**src/rtl/fpaddsub_round_module.sv**
```systemverilog
// Final rounding stage of the binary32 add/sub datapath: applies the selected
// IEEE-754 rounding mode to a normalized result and registers Z/Inexact.
module fpaddsub_round_module (
    input  logic        clk,
    input  logic        rst,
    input  logic        in_valid,
    input  logic        Sgn,
    input  logic [7:0]  NormE,
    input  logic [22:0] NormM,
    input  logic        R,
    input  logic        S,
    input  logic [1:0]  RoundMode,
    output logic [31:0] Z,
    output logic        Inexact,
    output logic        out_valid
);

    localparam logic [1:0] RndNearEven = 2'b00;
    localparam logic [1:0] RndZero     = 2'b01;
    localparam logic [1:0] RndPosInf   = 2'b10;
    localparam logic [1:0] RndNegInf   = 2'b11;

    logic        inc;
    logic [23:0] mantSum;
    logic        mantCarry;
    logic [7:0]  roundE;
    logic [22:0] roundM;
    logic        isSpecial;
    logic [31:0] zNext;
    logic        inexactNext;

    always_comb begin
        inc = 1'b0;
        unique case (RoundMode)
            RndNearEven: inc = R & (S | NormM[0]);
            RndZero:     inc = 1'b0;
            RndPosInf:   inc = ~Sgn & (R | S);
            RndNegInf:   inc = Sgn & (R | S);
            default:     inc = 1'b0;
        endcase
    end

    // A carry out of the fraction renormalizes to 1.0 x 2^(E+1); from E=254
    // this lands on exponent 255 with zero fraction, i.e. infinity.
    always_comb begin
        mantSum   = {1'b0, NormM} + {23'd0, inc};
        mantCarry = mantSum[23];
        roundE    = mantCarry ? (NormE + 8'd1) : NormE;
        roundM    = mantCarry ? 23'd0 : mantSum[22:0];
    end

    // Inf/NaN operands are already fully formed and pass through untouched.
    always_comb begin
        isSpecial = (NormE == 8'hFF);
        if (isSpecial) begin
            zNext       = {Sgn, NormE, NormM};
            inexactNext = 1'b0;
        end else begin
            zNext       = {Sgn, roundE, roundM};
            inexactNext = R | S;
        end
    end

    always_ff @(posedge clk) begin
        if (rst) begin
            Z         <= 32'h0;
            Inexact   <= 1'b0;
            out_valid <= 1'b0;
        end else begin
            out_valid <= in_valid;
            if (in_valid) begin
                Z       <= zNext;
                Inexact <= inexactNext;
            end
        end
    end

endmodule

```
**config.mk**
```make
export PLATFORM = sky130hd
export DESIGN_NAME = fpaddsub_round_module
export DESIGN_NICKNAME = d
export VERILOG_FILES = /design/src/rtl/fpaddsub_round_module.sv
export SDC_FILE = /design/constraint.sdc
export NUM_CORES = 1
export LEC_CHECK = 0
export ABC_AREA = 0
export CAP_MARGIN = 30
export CORE_MARGIN = 8
export CORE_UTILIZATION = 44
export DETAILED_ROUTE_END_ITERATION = 10
export PLACE_DENSITY = 0.87
export RECOVER_POWER = 25
export SLEW_MARGIN = 20
export SYNTH_ARGS = -nofsm -noshare
export SYNTH_HDL_FRONTEND = slang
export SYNTH_SLANG_ARGS = --single-unit
```
**constraint.sdc**
```tcl
create_clock -name clk -period 3.1 [get_ports clk]
set_input_delay 0.775 -clock clk [delete_from_list [all_inputs] [get_ports clk]]
set_output_delay 0.775 -clock clk [all_outputs]
set_load 0.02 [all_outputs]
```
==> summary.md, run 1 <==
| Metric | Value |
|---|---|
| Clk pin slew, worst setup/hold paths | 0.07 ns |
| Reg2Reg Depth | 2 |
| Critical path arrival | 3.03 ns |
| Fmax | 0.3512 GHz |
| Total core area | 4058 µm² |
| Hold depth | 2 |
| Worst Path Required | 3.28 ns |
| Tot Pwr | 1.124 mW |
| Ports | 73 |
| CTS max path bufs | 2 |
| Average cell area after synthesis | 8.212 µm² |
| Wire per inst | 15.20 µm |
| Pwr Density | 405.7 nW/µm² |
| Reg-to-reg slack, setup | 2.31 ns |
| Final WL | 5471 µm |
| Hold Path End | Z[12] |
| Initial Utilization | 0.4635 |
| Async set-or-reset flop fraction in the synthesized netlist | 0 |
| Fin. max-slew vios | 0 |
| Setup Buffers After CTS | 0 |
| Setup-failing EPs final | 0 |
| Pre-CTS WS | -0.05423 ns |
| Post-Syn Nets | 271 |
| DRT iter0 DRCs | 102 |
| Area grow syn2layout | 47.31% |
| Syn. warnings | 0 |
| Vias in the first global route | 1941 |
| Die area | 6622 µm² |
| FF+latch area | 680.7 µm² |
| CTS Sinks | 34 |
| Die width | 81.38 µm |
| EDFF count, synth | 0 |
| First-pass GRT wire length | 8970 µm |
| Clock Skews | 0 ns |
| CTS H-tree lvls | 2 |
| Layout cell share with drive strength beyond 1 | 0.09032 |
| Post-DP HPWL | 4308 µm |
| Vias per Instance | 5.447 |
| Hold_sp | Z[12] |
| GP Congestion | 0.8396 |
| Leak | 1.057 nW |
| CTS Buf Count | 5 |
| Input/output buffers | 72 |
| Startpoint types | primary input |
| Sequential area share after synthesis | 0.3619 |
| Worst-Margin Slew | 0.6498 ns |
| Max_slew headroom | 0.5664 |
| Vias | 1961 |
| Final nets | 351 |
| Worst setup margin | 0.2529 ns |
| Final hold violation count | 0 |
| Filler cells | 366 |
| Max IR drop VDD | 0.0002439 V |
| Reg2reg start | Z[7] |
| Post-DRT Antenna Nets | 0 |
| Hold Crit Class | reg -> reg |
| Top FF cell, synth | dfxtp_1 |
| Synth cell types | 41 |
| Congestion Overflow GR | 0 |
| Max_cap viols | 0 |
| DR pass1 iterations | 4 |
| Post-CTS Resized | 0 |
| Hold buffer count at cts | 0 |
| Most frequent cells in the layout | clkdlybuf4s50_1 (56), dfxtp_1 (34), nand2_1 (34), nor2_1 (26), o21ai_0 (20) |
| # diodes | 0 |
| Status | complete, no violations |
| Min Tclk post-route | 2.847 ns |
| CP Class | in -> reg |
| Tcrit/Tclk final | 0.9184 |
| Clock root buffer | clkbuf_8 |
| RSZ-0062 raised after global routing | no |
| Row cnt | 23 |
| GRT Util Overall | 0.1699 |
| Multi-input logic area | 1102 µm² |
| Drt drc | 0 |
| Clk Latency, worst-skew pair | 0.29 ns |
| Worst flop-to-flop path endpoint | Z[7] |
| CTS tree | built |
| Crit Path Max Fanout | 5 |
| Mapped Cells | 229 |
| Antenna violations before repair | 0 |
| Largest net degree at the start of global routing | 34 |
| Commonest non-fill, non-tap cell in the layout | clkdlybuf4s50_1 |
| Chip Height | 81.38 µm |
| Worst setup EP type | flip-flop |
| Number of synthesized register bits | 34 |
| Synth Cell Area | 1881 µm² |
==> through the flow <==
step / instances / instance area [µm²] / hold slack [ns] / TNS, ns / util
after global placement: 352 / 2661 / 0.4370 / 0 / 0.6559
after floorplan: 229 / 1881 / 0.5353 / 0 / -
final: 360 / 2770 / 0.4557 / 0 / 0.6827
after global routing: 360 / 2770 / 0.4784 / 0 / 0.6827
after detailed placement: 352 / 2661 / 0.4476 / -0.05434 / 0.6559
after CTS: 360 / 2768 / 0.4638 / 0 / 0.6821
==> how the worst max path moves through the flow <==
stage,end,slack (ns),start,cells past startpoint
detailed placement,Z[29],-0.05,RoundMode[1],10
floorplan,Z[29],0.52,RoundMode[1],9
finish,Z[29],0.25,RoundMode[1],10
global placement,Z[29],0.02,RoundMode[1],10
CTS,Z[29],0.25,RoundMode[1],10
global route,Z[7],0.08,RoundMode[1],9
==> power breakdown <==
part | leakage, nW | internal, mW | switching (mW) | total (mW)
logic | 0.723 | 0.121 | 0.123 | 0.244
clock network | 0.0524 | 0.241 | 0.160 | 0.400
registers | 0.282 | 0.465 | 0.0137 | 0.479
total | 1.06 | 0.827 | 0.297 | 1.12
==> flip-flops by register name (all words and copies together) (netlist names) <==
name	cells
Inexact	1
Z	32
out_valid	1
==> Yosys cell counts, drive strengths merged, types with 2 or more instances <==
cell type / count / area [µm²]
a31oi: 2 / 12.51
ha: 3 / 37.54
o21ai: 21 / 105.1
o311a: 2 / 20.02
nor3: 4 / 20.02
mux2i: 2 / 20.02
xor2: 12 / 105.1
and3: 7 / 48.80
nand2: 36 / 140.1
nor4: 5 / 46.29
inv: 6 / 22.52
a21oi: 4 / 20.02
a211oi: 7 / 52.55
nand2b: 2 / 12.51
clkbuf: 6 / 42.54
buf: 2 / 22.52
dfxtp: 34 / 680.7
or3: 3 / 20.02
nand3: 11 / 67.57
a311oi: 6 / 52.55
or4: 2 / 15.01
nand4: 9 / 77.57
and4: 2 / 17.52
xnor2: 7 / 61.31
nor2: 27 / 101.4
==> kinds of logic (layout without fill, tap and decap cells) <==
logic type / Yosys count / in the layout / synth area share
AND/OR/NAND/NOR: 110 / 110 / 0.3107
AO/OA/AOI/OAI: 46 / 46 / 0.1550
flip-flops: 34 / 34 / 0.3619
XOR/XNOR: 19 / 19 / 0.08849
buffers and inverters: 15 / 96 / 0.05322
adder cells (fa/ha/maj): 3 / 3 / 0.01996
multiplexers: 2 / 2 / 0.01065
==> layer usage <==
| metal | routed length [µm] | vias to the layer above | track usage |
|---|---|---|---|
| li1 | - | 983 | - |
| met1 | 2213 | 898 | 0.1864 |
| met2 | 2661 | 69 | 0.2904 |
| met3 | 507 | 11 | 0.06512 |
| met4 | 89 | 0 | 0.06250 |
| met5 | 0 | - | 0 |
==> layout make-up <==
| type | count | share of cell area |
|---|---|---|
| multi-input combinational | 180 | 0.3979 |
| timing repair buffer | 82 | 0.2873 |
| sequential | 34 | 0.2457 |
| clock buffer | 7 | 0.02755 |
| tap | 50 | 0.02258 |
| clock inverter | 1 | 0.01084 |
| inverter | 6 | 0.008130 |
==> critical path, cell delays in order <==
cell and delay [ns]:
clkdlybuf4s50_1 0.44, nand2_1 0.11, o22ai_1 0.09, a211oi_1 0.24
ha_1 0.21, and3_2 0.20, and3_2 0.26, nand2_2 0.07
or4_1 0.50, o311a_1 0.13
Power figures use the tool's default switching activity.
==> run 2: changes to the inputs <==
Settings changed: CTS_CLUSTER_DIAMETER set to 40, CTS_CLUSTER_SIZE set to 25, SKIP_LAST_GASP set to 1.
==> results of run 2 <==
No change in the layout: final DEF, timing and power equal those of run 1.
==> run 3: changes to the inputs <==
Settings changed: CAP_MARGIN 30 to 15.
==> results of run 3 <==
No change in the layout: final DEF, timing and power equal those of run 1.
